## config.mk

```make
export PLATFORM = sky130hd
export DESIGN_NAME = message_checker_fsm
export DESIGN_NICKNAME = d
export VERILOG_FILES = /design/src/rtl/decrypt_pkg.sv /design/src/rtl/char_is_legal.sv /design/src/rtl/message_checker_fsm.sv
export SDC_FILE = /design/constraint.sdc
export NUM_CORES = 1
export LEC_CHECK = 0
export ABC_AREA = 1
export CORE_ASPECT_RATIO = 1.4
export CORE_MARGIN = 5
export CORE_UTILIZATION = 48
export CTS_BUF_LIST = sky130_fd_sc_hd__clkbuf_2
export DETAILED_ROUTE_END_ITERATION = 6
export MAX_ROUTING_LAYER = met4
export PLACE_DENSITY = 0.76
export SLEW_MARGIN = 40
export SYNTH_ARGS = -nofsm -noshare
export SYNTH_HDL_FRONTEND = slang
export SYNTH_HIERARCHICAL = 1
export SYNTH_SLANG_ARGS = --single-unit
```

## constraint.sdc

```tcl
create_clock -name clock -period 1.48 [get_ports clock]
set_input_delay 0.444 -clock clock [delete_from_list [all_inputs] [get_ports clock]]
set_output_delay 0.444 -clock clock [all_outputs]
set_load 0.02 [all_outputs]
```

## src/rtl/decrypt_pkg.sv

```systemverilog
// decrypt_pkg: shared types and constants for the decrypted-message checker
// and the key-search controller that consumes its verdict.
//   chk_state_t      : checker FSM state encoding
//   CHAR_*           : printable-plaintext character bounds
//   DEFAULT_MSG_LEN  : message length in bytes checked by default
package decrypt_pkg;

    typedef enum logic [2:0] {
        IDLE,
        SET_ADDR,
        WAIT,
        CHECK,
        DONE
    } chk_state_t;

    localparam logic [7:0]  CHAR_SPACE      = 8'h20;
    localparam logic [7:0]  CHAR_LO_A       = 8'h61;
    localparam logic [7:0]  CHAR_LO_Z       = 8'h7A;
    localparam int unsigned DEFAULT_MSG_LEN = 32;

endpackage

```

## src/rtl/char_is_legal.sv

```systemverilog
// char_is_legal: combinational test for printable plaintext.
// A byte is legal when it is a lowercase letter 'a'..'z' or a space.
// Ports:
//   char_i  [7:0] : byte under test
//   legal_o       : 1 when char_i is legal
module char_is_legal
    import decrypt_pkg::*;
(
    input  logic [7:0] char_i,
    output logic       legal_o
);

    always_comb begin
        legal_o = ((char_i >= CHAR_LO_A) && (char_i <= CHAR_LO_Z)) || (char_i == CHAR_SPACE);
    end

endmodule

```

## src/rtl/message_checker_fsm.sv

```systemverilog
// message_checker_fsm: reads the decrypted-message RAM back byte by byte and
// reports whether every byte is printable plaintext. Aborts on the first
// illegal byte and reports its address and value.
// Ports:
//   clock       : sole clock, rising edge
//   reset_n     : asynchronous active-low reset
//   start       : request a check, only honoured in IDLE
//   q           : RAM read data
//   address     : registered RAM read address
//   busy        : high in every state except IDLE
//   finish      : one-cycle pulse once the verdict is final
//   valid       : 1 = all bytes legal; held until the next accepted start
//   fail_index  : address of the first illegal byte (0 when valid)
//   bad_char    : value of the first illegal byte (0 when valid)
module message_checker_fsm
    import decrypt_pkg::*;
#(
    parameter int unsigned MSG_LEN  = DEFAULT_MSG_LEN,
    parameter int unsigned ADDR_W   = 5,
    parameter int unsigned READ_LAT = 1
) (
    input  logic              clock,
    input  logic              reset_n,
    input  logic              start,
    input  logic [7:0]        q,
    output logic [ADDR_W-1:0] address,
    output logic              busy,
    output logic              finish,
    output logic              valid,
    output logic [ADDR_W-1:0] fail_index,
    output logic [7:0]        bad_char
);

    localparam int unsigned       CntW     = (READ_LAT > 1) ? $clog2(READ_LAT) : 1;
    localparam logic [CntW-1:0]   WaitLast = CntW'(READ_LAT - 1);
    // Index is one bit wider than the address so the terminal compare never wraps.
    localparam logic [ADDR_W:0]   KLast    = (ADDR_W + 1)'(MSG_LEN - 1);

    chk_state_t        state_q, state_d;
    logic [ADDR_W:0]   k_q, k_d;
    logic [CntW-1:0]   wait_q, wait_d;
    logic [ADDR_W-1:0] address_q, address_d;
    logic              finish_q, finish_d;
    logic              valid_q, valid_d;
    logic [ADDR_W-1:0] fail_index_q, fail_index_d;
    logic [7:0]        bad_char_q, bad_char_d;
    logic              q_legal;

    char_is_legal u_char_is_legal (
        .char_i  (q),
        .legal_o (q_legal)
    );

    always_comb begin
        state_d      = state_q;
        k_d          = k_q;
        wait_d       = wait_q;
        address_d    = address_q;
        finish_d     = 1'b0;
        valid_d      = valid_q;
        fail_index_d = fail_index_q;
        bad_char_d   = bad_char_q;

        case (state_q)
            IDLE: begin
                if (start) begin
                    state_d      = SET_ADDR;
                    k_d          = '0;
                    valid_d      = 1'b0;
                    fail_index_d = '0;
                    bad_char_d   = '0;
                end
            end
            SET_ADDR: begin
                address_d = k_q[ADDR_W-1:0];
                wait_d    = '0;
                state_d   = (READ_LAT == 0) ? CHECK : WAIT;
            end
            WAIT: begin
                if (wait_q == WaitLast) begin
                    state_d = CHECK;
                end else begin
                    wait_d = wait_q + 1'b1;
                end
            end
            CHECK: begin
                if (!q_legal) begin
                    state_d      = DONE;
                    fail_index_d = k_q[ADDR_W-1:0];
                    bad_char_d   = q;
                end else if (k_q == KLast) begin
                    state_d = DONE;
                    valid_d = 1'b1;
                end else begin
                    k_d     = k_q + 1'b1;
                    state_d = SET_ADDR;
                end
            end
            DONE: begin
                // Registered, so the pulse lands in the first IDLE cycle after DONE.
                finish_d = 1'b1;
                state_d  = IDLE;
            end
            default: begin
                state_d = IDLE;
            end
        endcase
    end

    always_ff @(posedge clock or negedge reset_n) begin
        if (!reset_n) begin
            state_q      <= IDLE;
            k_q          <= '0;
            wait_q       <= '0;
            address_q    <= '0;
            finish_q     <= 1'b0;
            valid_q      <= 1'b0;
            fail_index_q <= '0;
            bad_char_q   <= '0;
        end else begin
            state_q      <= state_d;
            k_q          <= k_d;
            wait_q       <= wait_d;
            address_q    <= address_d;
            finish_q     <= finish_d;
            valid_q      <= valid_d;
            fail_index_q <= fail_index_d;
            bad_char_q   <= bad_char_d;
        end
    end

    always_comb begin
        address    = address_q;
        busy       = (state_q != IDLE);
        finish     = finish_q;
        valid      = valid_q;
        fail_index = fail_index_q;
        bad_char   = bad_char_q;
    end

endmodule

```

==> run_results.csv <==
group,metric,value,unit
yosys,ys_seq_area_frac,0.499,
place,gp_routability_congestion,0.976,
power,p_switching,1.79,mW
global_route,track_usage,0.233,
timing,hold_violations,0,
route,drtAntennaViolNets,0,
global_route,antenna_found_initial,0,
power,p_int,2.42,mW
floorplanning,die_height,75.1,um
floorplanning,design.die.area,4250,um2
floorplanning,rows,23,
yosys,synth-seq-cells,29,
clock_tree,clock-root-buffer,"clkbuf_2",
worst_setup_path,end_kind,"primary output",
timing,max_freq,622,MHz
place,placed_cells,247,
timing,skew,0.0375,ns
route,wl,4430,um
route,via_per_inst,5.24,
power,netSwitchingFraction,0.425,
global_route,grt_pass1_vias,1543,
worst_setup_path,critPathLaunchType,"register",
clock_tree,worstSkewPairLatency,0.39,ns
timing,whs,0.387,ns
yosys,postSynthAreaPerCell,8.71,um2
worst_setup_path,cp_slowest_cell,"dfrtp_1",
global_route,grt_max_degree,30,
power,ir_drop,1.19,mV
clock_tree,clockBufferDepth,2,
run_status,status,"finished, violations left",
timing,rsz0062_at_grt,"true",
timing,fin_crit_sh,1.09,
worst_setup_path,crit_type,"register to primary output",
worst_setup_path,max_stage_delay,0.42,ns
place,numPortBuffers,31,
yosys,synth_area,1460,um2
clock_tree,cts.clk_slew.worst_paths,0.17,ns
power,p_per_area,1910,nW/um2
power,clkPwrFrac,0.097,
min_path,hp-class,"input port to asynchronous set/reset pin",
route,first_pass_iters,4,
timing,finalSetupTns,-0.272,ns
final_layout,diodes,0,
worst_setup_path,crit_chain,"nor2_2, nand2_2, buf_6",
route,num_vias,1437,
worst_setup_path,crit_arrival,1.16,ns
route,routedWlPerCell,16.2,um
floorplanning,core,2910,um2
floorplanning,io_pins,32,
route,drt_iter0_drc,88,
clock_tree,numCtsBuffers,5,
final_layout,area_growth,51.6,%
floorplanning,initial_core_util,0.501,
clock_tree,cts_tree,"built",
floorplanning,die_w,56.5,um
timing,min_period,1.61,ns
timing,relSlewSlack,0.828,
run_status,violations,"negative setup slack",
timing,finalSetupViolations,12,
worst_setup_path,crit_fanout,2,
yosys,synthCells,167,
route,drc,0,
yosys,syn_nets,179,
global_route,grt_pass1_wl,7200,um
clock_tree,htree_levels,2,
yosys,synth.distinct_cells,24,
worst_setup_path,reg2reg_depth,9,
worst_setup_path,critPathRequiredTime,1.04,ns
run,cap_viol_max_count,0,
clock_tree,cts.sinks,29,
timing,drv_slew,0,
final_layout,drive_gt1_frac,0.460,
timing,tightestPinTransition,0.257,ns
power,pwr-share-seq,0.236,
final_layout,final_cells,274,
global_route,grt_overflow,0,
final_layout,nets,248,
timing,setup_ws,-0.128,ns
power,p_leak,1.14,nW
yosys,ys_warn_count,6,
place,hpwl,2620,um
power,comb_power_share,0.667,
per-layer routing:
metal / GRT usage / wire (um)
met1: 0.221 / 1620
met2: 0.437 / 2450
met3: 0.0669 / 286
met4: 0.100 / 78
met5: - / 0
layout by cell type (no fill, tap or decap), types with 4 or more instances in the layout:
cell type | synthesis | layout
nand2_1 | 63 | 56
dfrtp_1 | 29 | 28
buf_4 | 0 | 22
buf_2 | 1 | 18
o21ai_2 | 13 | 16
nor2_1 | 10 | 9
buf_6 | 2 | 8
nand2_2 | 4 | 7
inv_1 | 8 | 7
clkbuf_2 | 0 | 6
o21ai_0 | 9 | 5
nand2_4 | 2 | 5
nand3_1 | 6 | 5
clkdlybuf4s50_1 | 0 | 4
buf_12 | 0 | 4
cells in the mapped netlist:
master,number,area [um2]
nand2_4,2,22.5
buf_2,1,5.00
nand3_1,6,30.0
a21oi_1,2,10.0
o21bai_1,1,7.51
dfrtp_1,29,726
nand2_2,4,25.0
a21oi_2,1,8.76
inv_2,3,11.3
nand2_1,63,236
nand3b_1,1,7.51
ha_1,1,12.5
nor2_8,1,20.0
inv_1,8,30.0
nor2_1,10,37.5
o21ai_2,13,114
nor3_1,2,10.0
nor2_2,2,12.5
mux2_2,3,33.8
o21ai_0,9,45.0
nor3b_1,1,7.51
nor2_4,1,11.3
buf_6,2,22.5
xor2_1,1,8.76
timing repair:
item / in CTS / in global routing
pin swaps: 8 / 9
endpoints found under the setup margin: 42 / 28
buffers inserted: 15 / 5
gates resized for setup: 111 / 26
cloned: 3 / 0
hold buffers: 0 / 0
metrics by stage:
stage / power [mW] / cell area [um2] / setup WS, ns / util
2_1_floorplan: 2.05 / 1460 / 0.0159 / -
3_3_place_gp: 2.57 / 1920 / -0.572 / 0.661
3_5_place_dp: 2.64 / 1920 / -0.608 / 0.661
4_1_cts: 3.95 / 2160 / -0.116 / 0.743
5_1_grt: 4.44 / 2210 / -0.210 / 0.759
6_report: 4.22 / 2210 / -0.128 / 0.759
cells by family (layout without fill, tap and decap cells):
family | count (synthesis) | count (layout) | synth area share
fa+ha+maj | 1 | 1 | 0.00860
xor+xnor | 1 | 1 | 0.00602
compound gates | 26 | 26 | 0.127
simple gates | 93 | 93 | 0.289
mux | 3 | 3 | 0.0232
flops | 29 | 29 | 0.499
buf+inv | 14 | 84 | 0.0473
critical path: cells and delay by family, from the launching register on:
family,cells,cell delay (ns)
buffers and inverters,1,0.13
and+or+nand+nor,2,0.22
DFF,1,0.42
sequential cells by signal (all words and copies together), names as in the netlist:
name / flops
valid: 1
finish: 1
k_q: 6
state_q: 3
fail_index: 5
bad_char: 8
address: 5
layout make-up:
type / count / area (um2)
multi-input cells: 124 / 737
flip-flops and latches: 29 / 727
fillers: 192 / 701
repair buffers: 65 / 607
inverters: 11 / 48.8
well taps: 37 / 46.3
clock buffers: 6 / 30.0
clock inverters: 2 / 10.0
power groups by stage:
stage / logic (mW) / clock network (mW) / registers [mW]
global placement: 1.56 / 0 / 1.00
floorplan: 0.931 / 0 / 1.12
global route: 2.98 / 0.457 / 1.00
detailed placement: 1.62 / 0 / 1.01
CTS: 2.54 / 0.406 / 1.00
finish: 2.81 / 0.410 / 0.994
path summary, 6_finish.rpt:
kind,slack [ns],startpoint,to
max,-0.13,state_q[0],busy
min,0.39,reset_n,valid
max reg2reg,-0.01,state_q[1],k_q[0]
min reg2reg,0.50,address[4],address[4]
max in group asynchronous,0.89,reset_n,address[3]
min in group clock,0.45,q[0],bad_char[0]
Power figures use the tool's default switching activity.
